--- config.mk ---
export PLATFORM = sky130hd
export DESIGN_NAME = ctrl_flush_redirect_flat
export DESIGN_NICKNAME = d
export VERILOG_FILES = /design/src/rtl/ctrl_flush_redirect_if.sv /design/src/rtl/ctrl_flush_redirect.sv /design/src/flat_wrapper.sv
export SDC_FILE = /design/constraint.sdc
export NUM_CORES = 1
export LEC_CHECK = 0
export ABC_AREA = 1
export CAP_MARGIN = 20
export CORE_ASPECT_RATIO = 1.2
export CORE_MARGIN = 5
export CORE_UTILIZATION = 30
export CTS_CLUSTER_SIZE = 20
export DETAILED_ROUTE_END_ITERATION = 16
export MAX_ROUTING_LAYER = met4
export PLACE_DENSITY = 0.66
export RECOVER_POWER = 25
export SLEW_MARGIN = 20
export SYNTH_ARGS = -nofsm -noshare
export SYNTH_HDL_FRONTEND = slang
export SYNTH_SLANG_ARGS = --single-unit
--- constraint.sdc ---
create_clock -name clk -period 1.5 [get_ports clk]
set_input_delay 0.3 -clock clk [delete_from_list [all_inputs] [get_ports clk]]
set_output_delay 0.3 -clock clk [all_outputs]
set_load 0.005 [all_outputs]
--- src/rtl/ctrl_flush_redirect_if.sv ---
// Bundle between the EX hazard detector / fetch unit (master) and the flush-redirect controller (slave).
// Handshake: redirect_pc is held stable while redirect_valid=1; a transfer happens on a cycle where redirect_valid & if_ready.
interface ctrl_flush_redirect_if #(
   parameter int XLEN = 32
);
   logic            control_hazard;
   logic [XLEN-1:0] ex_target;
   logic            load_use_stall;
   logic            if_ready;
   logic            redirect_valid;
   logic [XLEN-1:0] redirect_pc;
   logic            flush_ifid;
   logic            flush_idex;
   logic            pc_stall;
   logic            busy;
   logic [31:0]     perf_flush_cnt;
   logic [31:0]     perf_penalty_cnt;
   logic [1:0]      state_dbg;

   modport master (
      output control_hazard, ex_target, load_use_stall, if_ready,
      input  redirect_valid, redirect_pc, flush_ifid, flush_idex, pc_stall, busy,
             perf_flush_cnt, perf_penalty_cnt, state_dbg
   );

   modport slave (
      input  control_hazard, ex_target, load_use_stall, if_ready,
      output redirect_valid, redirect_pc, flush_ifid, flush_idex, pc_stall, busy,
             perf_flush_cnt, perf_penalty_cnt, state_dbg
   );
endinterface

--- src/rtl/ctrl_flush_redirect.sv ---
// Control-hazard consumer: latches the EX target, redirects fetch, squashes wrong-path IF/ID and ID/EX.
// Optional performance counters are enabled with the FLUSH_PERF_EN macro.
module ctrl_flush_redirect #(
   parameter int XLEN         = 32,
   parameter int DRAIN_CYCLES = 1
) (
   input logic                 clk,
   input logic                 rst_n,
   ctrl_flush_redirect_if.slave bus_if
);
   typedef enum logic [1:0] {
      IDLE     = 2'd0,
      REDIRECT = 2'd1,
      DRAIN    = 2'd2
   } state_e;

   localparam logic [2:0] DRAIN_LOAD = (DRAIN_CYCLES > 0) ? 3'(DRAIN_CYCLES - 1) : 3'd0;

   state_e          state_q;
   logic [XLEN-1:0] redirect_pc_q;
   logic [2:0]      drain_cnt_q;
   logic            redirect_valid_q;
   logic            flush_ifid_q;
   logic            flush_idex_q;

   logic idle;
   logic take_hz;
   logic flush_ifid;
   logic flush_idex;

   // Reset gates the combinational IDLE terms so every output reads 0 while rst_n is low.
   assign idle       = (state_q == IDLE);
   assign take_hz    = idle & bus_if.control_hazard & rst_n;
   assign flush_ifid = flush_ifid_q | take_hz;
   assign flush_idex = flush_idex_q | take_hz;

   always_ff @(posedge clk or negedge rst_n) begin
      if (!rst_n) begin
         state_q          <= IDLE;
         redirect_pc_q    <= '0;
         drain_cnt_q      <= 3'd0;
         redirect_valid_q <= 1'b0;
         flush_ifid_q     <= 1'b0;
         flush_idex_q     <= 1'b0;
      end else begin
         case (state_q)
            IDLE: begin
               if (bus_if.control_hazard) begin
                  state_q          <= REDIRECT;
                  redirect_pc_q    <= bus_if.ex_target;
                  redirect_valid_q <= 1'b1;
                  flush_ifid_q     <= 1'b1;
                  flush_idex_q     <= 1'b1;
               end
            end
            REDIRECT: begin
               if (bus_if.if_ready) begin
                  redirect_valid_q <= 1'b0;
                  flush_idex_q     <= 1'b0;
                  if (DRAIN_CYCLES == 0) begin
                     state_q      <= IDLE;
                     flush_ifid_q <= 1'b0;
                  end else begin
                     state_q      <= DRAIN;
                     drain_cnt_q  <= DRAIN_LOAD;
                     flush_ifid_q <= 1'b1;
                  end
               end
            end
            DRAIN: begin
               // Covers the fetch already in flight in the synchronous imem.
               if (drain_cnt_q == 3'd0) begin
                  state_q      <= IDLE;
                  flush_ifid_q <= 1'b0;
               end else begin
                  drain_cnt_q <= drain_cnt_q - 3'd1;
               end
            end
            default: begin
               state_q          <= IDLE;
               redirect_valid_q <= 1'b0;
               flush_ifid_q     <= 1'b0;
               flush_idex_q     <= 1'b0;
            end
         endcase
      end
   end

   assign bus_if.redirect_valid = redirect_valid_q;
   assign bus_if.redirect_pc    = redirect_pc_q;
   assign bus_if.flush_ifid     = flush_ifid;
   assign bus_if.flush_idex     = flush_idex;
   assign bus_if.pc_stall       = idle & ~bus_if.control_hazard & bus_if.load_use_stall & rst_n;
   assign bus_if.busy           = ~idle;
   assign bus_if.state_dbg      = state_q;

`ifdef FLUSH_PERF_EN
   logic [31:0] perf_flush_q, perf_flush_d;
   logic [31:0] perf_pen_q, perf_pen_d;

   always_comb begin
      perf_flush_d = perf_flush_q;
      perf_pen_d   = perf_pen_q;
      if (take_hz)    perf_flush_d = perf_flush_q + 32'd1;
      if (flush_ifid) perf_pen_d   = perf_pen_q + 32'd1;
   end

   always_ff @(posedge clk or negedge rst_n) begin
      if (!rst_n) begin
         perf_flush_q <= 32'd0;
         perf_pen_q   <= 32'd0;
      end else begin
         perf_flush_q <= perf_flush_d;
         perf_pen_q   <= perf_pen_d;
      end
   end

   assign bus_if.perf_flush_cnt   = perf_flush_q;
   assign bus_if.perf_penalty_cnt = perf_pen_q;
`else
   assign bus_if.perf_flush_cnt   = 32'd0;
   assign bus_if.perf_penalty_cnt = 32'd0;
`endif
endmodule

--- src/flat_wrapper.sv ---
// flat-port wrapper written by rule: the top's interface ports become plain ports
module ctrl_flush_redirect_flat 
#(
   parameter int XLEN         = 32,
   parameter int DRAIN_CYCLES = 1
)
  (clk, rst_n, bus_if_control_hazard, bus_if_ex_target, bus_if_load_use_stall, bus_if_if_ready, bus_if_redirect_valid, bus_if_redirect_pc, bus_if_flush_ifid, bus_if_flush_idex, bus_if_pc_stall, bus_if_busy, bus_if_perf_flush_cnt, bus_if_perf_penalty_cnt, bus_if_state_dbg);
  ctrl_flush_redirect_if #(.XLEN(XLEN)) bus_if_i ();
  input logic clk;
  input logic rst_n;
  input wire logic [$bits(bus_if_i.control_hazard)-1:0] bus_if_control_hazard;
  input wire logic [$bits(bus_if_i.ex_target)-1:0] bus_if_ex_target;
  input wire logic [$bits(bus_if_i.load_use_stall)-1:0] bus_if_load_use_stall;
  input wire logic [$bits(bus_if_i.if_ready)-1:0] bus_if_if_ready;
  output wire logic [$bits(bus_if_i.redirect_valid)-1:0] bus_if_redirect_valid;
  output wire logic [$bits(bus_if_i.redirect_pc)-1:0] bus_if_redirect_pc;
  output wire logic [$bits(bus_if_i.flush_ifid)-1:0] bus_if_flush_ifid;
  output wire logic [$bits(bus_if_i.flush_idex)-1:0] bus_if_flush_idex;
  output wire logic [$bits(bus_if_i.pc_stall)-1:0] bus_if_pc_stall;
  output wire logic [$bits(bus_if_i.busy)-1:0] bus_if_busy;
  output wire logic [$bits(bus_if_i.perf_flush_cnt)-1:0] bus_if_perf_flush_cnt;
  output wire logic [$bits(bus_if_i.perf_penalty_cnt)-1:0] bus_if_perf_penalty_cnt;
  output wire logic [$bits(bus_if_i.state_dbg)-1:0] bus_if_state_dbg;
  assign bus_if_i.control_hazard = bus_if_control_hazard;
  assign bus_if_i.ex_target = bus_if_ex_target;
  assign bus_if_i.load_use_stall = bus_if_load_use_stall;
  assign bus_if_i.if_ready = bus_if_if_ready;
  assign bus_if_redirect_valid = bus_if_i.redirect_valid;
  assign bus_if_redirect_pc = bus_if_i.redirect_pc;
  assign bus_if_flush_ifid = bus_if_i.flush_ifid;
  assign bus_if_flush_idex = bus_if_i.flush_idex;
  assign bus_if_pc_stall = bus_if_i.pc_stall;
  assign bus_if_busy = bus_if_i.busy;
  assign bus_if_perf_flush_cnt = bus_if_i.perf_flush_cnt;
  assign bus_if_perf_penalty_cnt = bus_if_i.perf_penalty_cnt;
  assign bus_if_state_dbg = bus_if_i.state_dbg;
  ctrl_flush_redirect #(.XLEN(XLEN), .DRAIN_CYCLES(DRAIN_CYCLES)) u_core (.clk(clk), .rst_n(rst_n), .bus_if(bus_if_i));
endmodule
* Word level (Yosys, flattened, before mapping) *
Cells that the tools add are included.

cells by class
  add/sub/neg operators = 1
  multipliers = 0
  divide/modulo/power cells = 0
  $lt $le $gt $ge = 0
  equality and inequality tests = 6
  shift-type cells = 0
  muxes and demuxes = 13
  bitwise gates (word level) = 10
  reduce and logical (&&, ||, !) cells = 7

operator list
  kind                                                                     count
  3-bit AND reduction                                                      3
  2-bit 2-to-1 mux                                                         3
  3-bit 2-to-1 mux                                                         2
  2-bit inequality test, second input constant                             3
  1-bit one-hot mux with 3 select lines                                    2
  2-bit one-hot mux with 3 select lines                                    1
  3-bit one-hot mux with 2 select lines                                    1
  1-bit bitwise AND                                                        5
  1-bit 2-to-1 mux                                                         4
  3-bit logical NOT                                                        1
  1-bit inverter                                                           3
  3-bit by 1-bit subtractor with 3-bit output, second input constant       1
  2-bit by 1-bit equality test with 1-bit output, second input constant    1
  2-bit equality test, second input constant                               1
  2-bit logical NOT                                                        1
  2-bit by 1-bit inequality test with 1-bit output, second input constant  1
  1-bit bitwise OR                                                         2
  2-bit AND reduction                                                      1
  2-bit nonzero test                                                       1

storage, ports and cells
  bits in registers = 39
  latch bits = 0
  memory bits (writable) = 0
  ROM bits = 0
  bits of input ports = 37
  output and inout port bits = 103
  memories kept = 0

* Depth between registers and ports, before layout *
Gate-level depths: netlist of the first run.

  word-level depth = 4
  gate-level depth with buffers = 7

* Worst setup path after synthesis of the first run *
OpenSTA, ideal clock, no wires.

  path type = flip-flop to output port
  start = reg u_core.state_q[0], in the netlist u_core.bus_if.state_dbg[0]
  end = out bus_if_flush_idex
  arrival = 1.011 ns
  setup slack = 0.189 ns
  stages on the path, launching flop included = 5
  cell sequence = dfrtp_1 nor2_4 nand2_4 buf_6 o21bai_2

on the way
  cells in the longest elaborated chain, start to end = 4

ends and longest elaborated chain
  element                          line                       RTL
  start: declaration               ctrl_flush_redirect.sv:19  state_e state_q;
  start signal: assignment         ctrl_flush_redirect.sv:39  state_q <= IDLE;
  start signal: assignment         ctrl_flush_redirect.sv:49  state_q <= REDIRECT;
  start signal: assignment         ctrl_flush_redirect.sv:61  state_q <= IDLE;
  2-bit logical NOT                ctrl_flush_redirect.sv:32  assign idle = (state_q == IDLE);
  1-bit bitwise AND (2 in series)  ctrl_flush_redirect.sv:33  assign take_hz = idle & bus_if.control_hazard & rst_n;
  1-bit bitwise OR                 ctrl_flush_redirect.sv:35  assign flush_idex = flush_idex_q | take_hz;
  end: declaration                 flat_wrapper.sv:18         output wire logic [$bits(bus_if_i.flush_idex)-1:0] bus_if_flush_idex;

Every way passes these cells.

* Worst setup path in the final report of the first run *
  start = reg u_core.state_q[0], in the netlist u_core.bus_if.state_dbg[0]
  end = out bus_if_flush_ifid

on the way
  cells in the longest elaborated chain, start to end = 4

ends and longest elaborated chain
  element                          line                       RTL
  2-bit logical NOT                ctrl_flush_redirect.sv:32
  1-bit bitwise AND (2 in series)  ctrl_flush_redirect.sv:33
  1-bit bitwise OR                 ctrl_flush_redirect.sv:34  assign flush_ifid = flush_ifid_q | take_hz;
  end: declaration                 flat_wrapper.sv:17         output wire logic [$bits(bus_if_i.flush_ifid)-1:0] bus_if_flush_ifid;

Every way passes these cells.

==> run_results.csv, run 1 <==
group,metric,value,unit
outcome,run_status,"finished, violations left",
outcome,violations,"setup timing",
clock_tree,clock_latency,0.29,ns
timing,setup_ws,-0.0653,ns
setup_path,crit_family,"flip-flops",
finish,register_area,976,µm²
logic_synthesis,netlist_top_cells_area,"dfrtp_1 (45%), buf_4 (22%), nand2_1 (13%)",
drt,vias,1708,
finish,multi_input_area,847,µm²
finish,drive_gt1_share,11.1,%
global_route,grtUsageTotal,10.7,%
timing,fin_crit_sh,104,%
placement,port_buffers,75,
logic_synthesis,yosysWarnings,0,
timing,setup_viol,3,
global_route,grt_pass1_wl,7.42,mm
timing,worst_clock_skew,0.00794,ns
setup_path,path_max_fanout,3,
timing,max_freq,639,MHz
floorplanning,die_x,87.3,µm
clock_tree,numCtsBuffers,5,
timing,worst_pin_slew,0.684,ns
floorplanning,io_pins,140,
logic_synthesis,yosysSeqAreaShare,45.4,%
finish,fin_nets,381,
finish,fin_util,43.2,%
setup_path,max_stage_delay,0.41,ns
finish,insertedDiodeCount,0,
timing,final.min_clock_period,1.57,ns
timing,relSlewSlack,54.4,%
logic_synthesis,syn_inst,251,
drt,drc,0,
drt,wl_per_cell,11.6,µm
min_path,worstHoldPathType,"input pin to async pin",
logic_synthesis,post-synth-top-area-cell,"dfrtp_1",
setup_path,critPathCaptureType,"primary output",
logic_synthesis,synth_most_common_cell,"nand2_1",
floorplanning,coreArea,6900,µm²
logic_synthesis,synth.avg_cell_area,8.56,µm²
timing,setup_tns,-0.130,ns
drt,wirelength,5.01,mm
setup_path,crit_slowest_cell,"dfrtp_1",
timing,rsz0062_at_grt,"true",
flow_run,drv_cap,0,
setup_path,startpoint_type,"register",
setup_path,critPathKind,"register to primary output",
logic_synthesis,ys_types,18,
logic_synthesis,synth_edf_count,0,
finish,num-fill-cells,704,
drt,ant_nets,0,
drt,drt-initial-drc-count,47,
pwr,p_leak,1.64,nW
pwr,irDropWorstVdd,903,µV
floorplanning,fp.dieH,103,µm
logic_synthesis,async_reset_ff_share,100,%
logic_synthesis,synth_area,2150,µm²
global_route,grt_max_degree,35,
logic_synthesis,ys_ff_latch,39,
logic_synthesis,ys.flop_type,"dfrtp_1",
drt,first_pass_iters,4,
floorplanning,std_cell_rows,33,
clock_tree,clk_pin_slew,0.08,ns
drt,detail_route.vias_per_cell,3.97,
setup_path,path_cells,"nor2_4 > buf_6 > nand2_4 > o21bai_2 > buf_2",
clock_tree,cts_buffer_depth,2,
timing,hold_violations,0,
timing,finalMaxSlewViolations,0,
setup_path,crit_buf_inv,2,
clock_tree,cts_tree,"yes",
floorplanning,initial_core_util,31.2,%
pwr,p_per_area,1820,nW/µm²
finish,area_growth,38.5,%
clock_tree,cts_root_buf,"clkbuf_8",
setup_path,critical_path_arrival,1.27,ns
clock_tree,cts_max_level,2,
global_route,first_global_vias,1573,
placement,place_hpwl,3.73,mm
global_route,antenna_found_initial,0,
placement,place_congestion,0.763,
setup_path,required,1.20,ns
logic_synthesis,yosys-top-cells-count,"nand2_1 (76), buf_4 (64), dfrtp_1 (39), nand3_1 (37), inv_1 (9)",
logic_synthesis,synth_top_area_share,45.4,%
global_route,grt-ovfl-total,0,
floorplanning,dieArea,8960,µm²
clock_tree,cts_sinks,39,
[path summary, 6_finish.rpt]
path / slack [ns] / startpoint / endpoint / cells past startpoint
max: -0.07 / u_core.bus_if.state_dbg[0] / bus_if_flush_ifid / 5
min in group clk: 0.47 / u_core.bus_if.redirect_pc[25] / u_core.bus_if.redirect_pc[25] / 2
max reg2reg: 0.16 / u_core.bus_if.state_dbg[0] / u_core.drain_cnt_q[1] / 8
max in group asynchronous: 0.80 / rst_n / u_core.bus_if.redirect_pc[25] / 2
min reg2reg: 0.47 / u_core.bus_if.redirect_pc[25] / u_core.bus_if.redirect_pc[25] / 2
min: 0.26 / rst_n / u_core.drain_cnt_q[0] / 2
[placed cells by master, fill, tap and decap left out, types with 2 or more instances in the layout]
cell	count
nand2_1	75
conb_1	64
clkdlybuf4s50_1	58
dfrtp_1	39
nand3_1	37
buf_4	14
inv_1	8
dlymetal6s2s_1	8
clkbuf_8	5
o21ai_0	4
dlygate4sd2_1	4
buf_2	4
buf_6	4
nand2_4	2
ha_1	2
clkbuf_1	2
[kinds of logic (layout without fill, tap and decap cells)]
kind of cell	after synthesis	after routing	share of synthesized area, %
AND/OR/NAND/NOR	118	118	23.5
buffers and inverters	83	112	27.0
flip-flops	39	39	45.4
AO/OA/AOI/OAI	7	7	2.33
adder cells (fa/ha/maj)	2	2	1.16
other	1	64	0.174
XOR/XNOR	1	1	0.408
[area by class of cell]
cell class | instances | area share [%]
clock buffer | 5 | 2.31
clock inverter | 3 | 1.47
inverter | 9 | 1.13
multi-input combinational | 192 | 28.5
sequential | 39 | 32.8
tap | 87 | 3.66
timing repair buffer | 95 | 30.2
[worst register-to-register path, cell delays in order, from the launching register on]
cell	delay, ns
dfrtp_1	0.41
buf_4	0.15
buf_6	0.10
buf_4	0.14
nor2_1	0.09
nand2_1	0.13
nand2_1	0.12
nand2_1	0.05
o21ai_0	0.07
[power breakdown]
part	switching, mW	internal [mW]
registers	0.275	1.55
clock network	0.368	0.495
logic	1.20	1.51
total	1.85	3.56
[stage by stage]
step | power, mW | area [µm²] | cells | hold slack, ns | setup slack (ns)
finish | 5.40 | 2980 | 430 | 0.260 | -0.0653
global route | 5.87 | 2980 | 430 | 0.356 | -0.127
CTS | 5.46 | 2920 | 426 | 0.00627 | -0.0748
detailed placement | 4.41 | 2770 | 412 | 0.331 | -0.449
global placement | 4.36 | 2770 | 412 | 0.325 | -0.446
floorplan | 3.07 | 2390 | 314 | 0.00441 | 0.189
[timing repair]
action	CTS	global route
resized for setup	27	11
hold buffers	0	0
setup buffers	6	5
pin swaps	1	2
endpoints found under the setup margin	7	16
hold endpoints to repair	0	0
[state kept, by name, indices dropped and copies added (netlist names)]
register / count
u_core.bus_if.redirect_pc: 32
u_core.drain_cnt_q: 3
u_core.bus_if.state_dbg: 2
u_core.bus_if.redirect_valid: 1
u_core.flush_ifid_q: 1
[per-layer routing]
metal / vias up / global-route usage (%) / share of wire (%)
met3: 6 / 2.56 / 10
li1: 837 / - / -
met1: 775 / 13.7 / 41
met2: 90 / 16.6 / 48
met4: 0 / 3.90 / 0.86
met5: - / - / 0
No activity file was read; power rests on OpenSTA's default activity.
==> run 2, diff against run 1 <==
--- a/config.mk
+++ b/config.mk
@@ -15,6 +15,7 @@
 export MAX_ROUTING_LAYER = met4
 export PLACE_DENSITY = 0.66
 export RECOVER_POWER = 25
+export SKIP_CTS_REPAIR_TIMING = 1
 export SLEW_MARGIN = 20
 export SYNTH_ARGS = -nofsm -noshare
 export SYNTH_HDL_FRONTEND = slang
==> run 2 against run 1 <==
Worst hold slack worse by 0.079 ns. Core utilization up 0.45 points. Clock power about the same. Wire length unchanged. Global-route usage down 0.17 points. Highest routed layer unchanged. First-iteration DRC count down 15%. Non-clock buffer count up 2. Register-to-register slack better by 0.05 ns. Final cell count up 0.47%. Largest power group unchanged. Combinational power about the same. The flow still finishes with violations (setup timing).
==> run_results.csv, run 2 (synthesis results as in run 1) <==
group,metric,value,unit
outcome,run_status,"finished, violations left",
outcome,violations,"setup timing",
drt,wl_per_cell,11.6,µm
min_path,worstHoldPathType,"input pin to async pin",
global_route,grt_pass1_wl,7.32,mm
finish,num-fill-cells,696,
drt,drt-initial-drc-count,40,
timing,relSlewSlack,54.2,%
floorplanning,std_cell_rows,33,
pwr,power_frac_seq,33.6,%
setup_path,critPathCaptureType,"primary output",
drt,wirelength,5.01,mm
pwr,power_frac_clock,15.8,%
global_route,antenna_found_initial,0,
pwr,p_per_area,1810,nW/µm²
drt,ant_nets,0,
timing,final.min_clock_period,1.56,ns
timing,finalMaxSlewViolations,0,
finish,fin_cells,432,
timing,max_freq,640,MHz
pwr,irDropWorstVdd,1090,µV
clock_tree,clk_pin_slew,0.08,ns
placement,dp_cells,412,
timing,setup_ws,-0.0624,ns
setup_path,path_cells,"nor2_4 > buf_6 > nand2_4 > o21bai_2 > buf_2",
clock_tree,cts_tree,"yes",
finish,multi_input_area,837,µm²
global_route,grt-ovfl-total,0,
setup_path,critPathKind,"register to primary output",
floorplanning,coreArea,6900,µm²
pwr,switching_share,33.9,%
clock_tree,clock_latency,0.28,ns
setup_path,critical_path_arrival,1.26,ns
finish,largest_reg_flops,32,
finish,drive_gt1_share,11.3,%
timing,setup_tns,-0.171,ns
setup_path,crit_buf_inv,2,
setup_path,required,1.20,ns
clock_tree,cts_max_level,2,
finish,most-common-layout-cells,"nand2_1 (76), conb_1 (64), clkdlybuf4s50_1 (54)",
timing,setup_viol,3,
floorplanning,dieArea,8960,µm²
floorplanning,die_x,87.3,µm
finish,final_common_cell,"nand2_1",
floorplanning,fp.dieH,103,µm
finish,area_growth,39.9,%
pwr,p_int,3.59,mW
timing,worst_clock_skew,0.00599,ns
drt,drc,0,
finish,register_area,976,µm²
floorplanning,io_pins,140,
pwr,comb_power_share,50.6,%
pwr,p_leak,1.73,nW
drt,vias,1707,
global_route,grtUsageTotal,10.6,%
setup_path,max_stage_delay,0.41,ns
global_route,grt_max_degree,35,
timing,fin_crit_sh,104,%
setup_path,startpoint_type,"register",
setup_path,crit_family,"flip-flops",
finish,insertedDiodeCount,0,
placement,place_congestion,0.763,
pwr,power,5.44,mW
clock_tree,cts_buffer_depth,2,
timing,rsz0062_at_grt,"true",
finish,fin_nets,383,
clock_tree,cts_root_buf,"clkbuf_8",
clock_tree,numCtsBuffers,5,
timing,worst_pin_slew,0.687,ns
global_route,first_global_vias,1514,
timing,hold_violations,0,
drt,detail_route.vias_per_cell,3.95,
flow_run,drv_cap,0,
setup_path,crit_slowest_cell,"dfrtp_1",
clock_tree,cts_sinks,39,
pwr,switchingPower,1.85,mW
placement,place_hpwl,3.73,mm
setup_path,path_max_fanout,4,
placement,port_buffers,75,
drt,first_pass_iters,4,
floorplanning,initial_core_util,31.2,%
-- run 2: worst paths after layout --
check / startpoint / end / slack, ns / depth (start not counted)
worst max-delay path: u_core.bus_if.state_dbg[1] / bus_if_flush_ifid / -0.06 / 5
worst min-delay path: rst_n / u_core.bus_if.redirect_pc[1] / 0.18 / 2
worst max register to register: u_core.bus_if.state_dbg[1] / u_core.bus_if.redirect_pc[12] / 0.21 / 6
worst min register to register: u_core.bus_if.redirect_pc[25] / u_core.bus_if.redirect_pc[25] / 0.47 / 2
max in group asynchronous: rst_n / u_core.bus_if.redirect_pc[23] / 0.88 / 2
min in group clk: u_core.bus_if.redirect_pc[25] / u_core.bus_if.redirect_pc[25] / 0.47 / 2
-- run 2: cell type report --
cell class / count / share of cell area [%]
Clock buffer: 5 / 2.29
Timing Repair Buffer: 97 / 31.2
Inverter: 9 / 1.12
Multi-Input combinational cell: 192 / 27.8
Tap cell: 87 / 3.62
Clock inverter: 3 / 1.46
Sequential cell: 39 / 32.4
-- run 2: per-stage QoR --
| step | worst slack [ns] | hold slack, ns | util, % | cell area, µm² |
|---|---|---|---|---|
| finish | -0.0624 | 0.182 | 43.6 | 3010 |
| global route | -0.137 | 0.242 | 43.6 | 3010 |
| CTS | -0.450 | 0.00627 | 41.8 | 2880 |
| detailed placement | -0.449 | 0.331 | 40.2 | 2770 |
| global placement | -0.446 | 0.325 | 40.2 | 2770 |
| floorplan | 0.189 | 0.00441 | - | 2390 |
-- run 2: power groups by stage --
stage | clock, mW | combinational [mW] | sequential (mW)
finish | 0.861 | 2.75 | 1.83
global route | 0.940 | 3.08 | 1.89
CTS | 0.902 | 2.57 | 1.84
detailed placement | 0 | 2.56 | 1.85
global placement | 0 | 2.52 | 1.84
floorplan | 0 | 1.19 | 1.89
-- run 2: per-layer routing --
layer  global-route usage [%]  routed length (µm)  share of wire [%]
met3                     3.20                 537                 11
met2                     16.1                2390                 48
met4                     2.83                  40               0.80
met1                     13.7                2030                 41
met5                        -                   0                  0
==> run 3, diff against run 2 <==
--- a/config.mk
+++ b/config.mk
@@ -16,7 +16,7 @@
 export PLACE_DENSITY = 0.66
 export RECOVER_POWER = 25
 export SKIP_CTS_REPAIR_TIMING = 1
-export SLEW_MARGIN = 20
+export SLEW_MARGIN = 10
 export SYNTH_ARGS = -nofsm -noshare
 export SYNTH_HDL_FRONTEND = slang
 export SYNTH_SLANG_ARGS = --single-unit
==> results of run 3 <==
Final layout, timing and power as in run 2 (identical DEF).
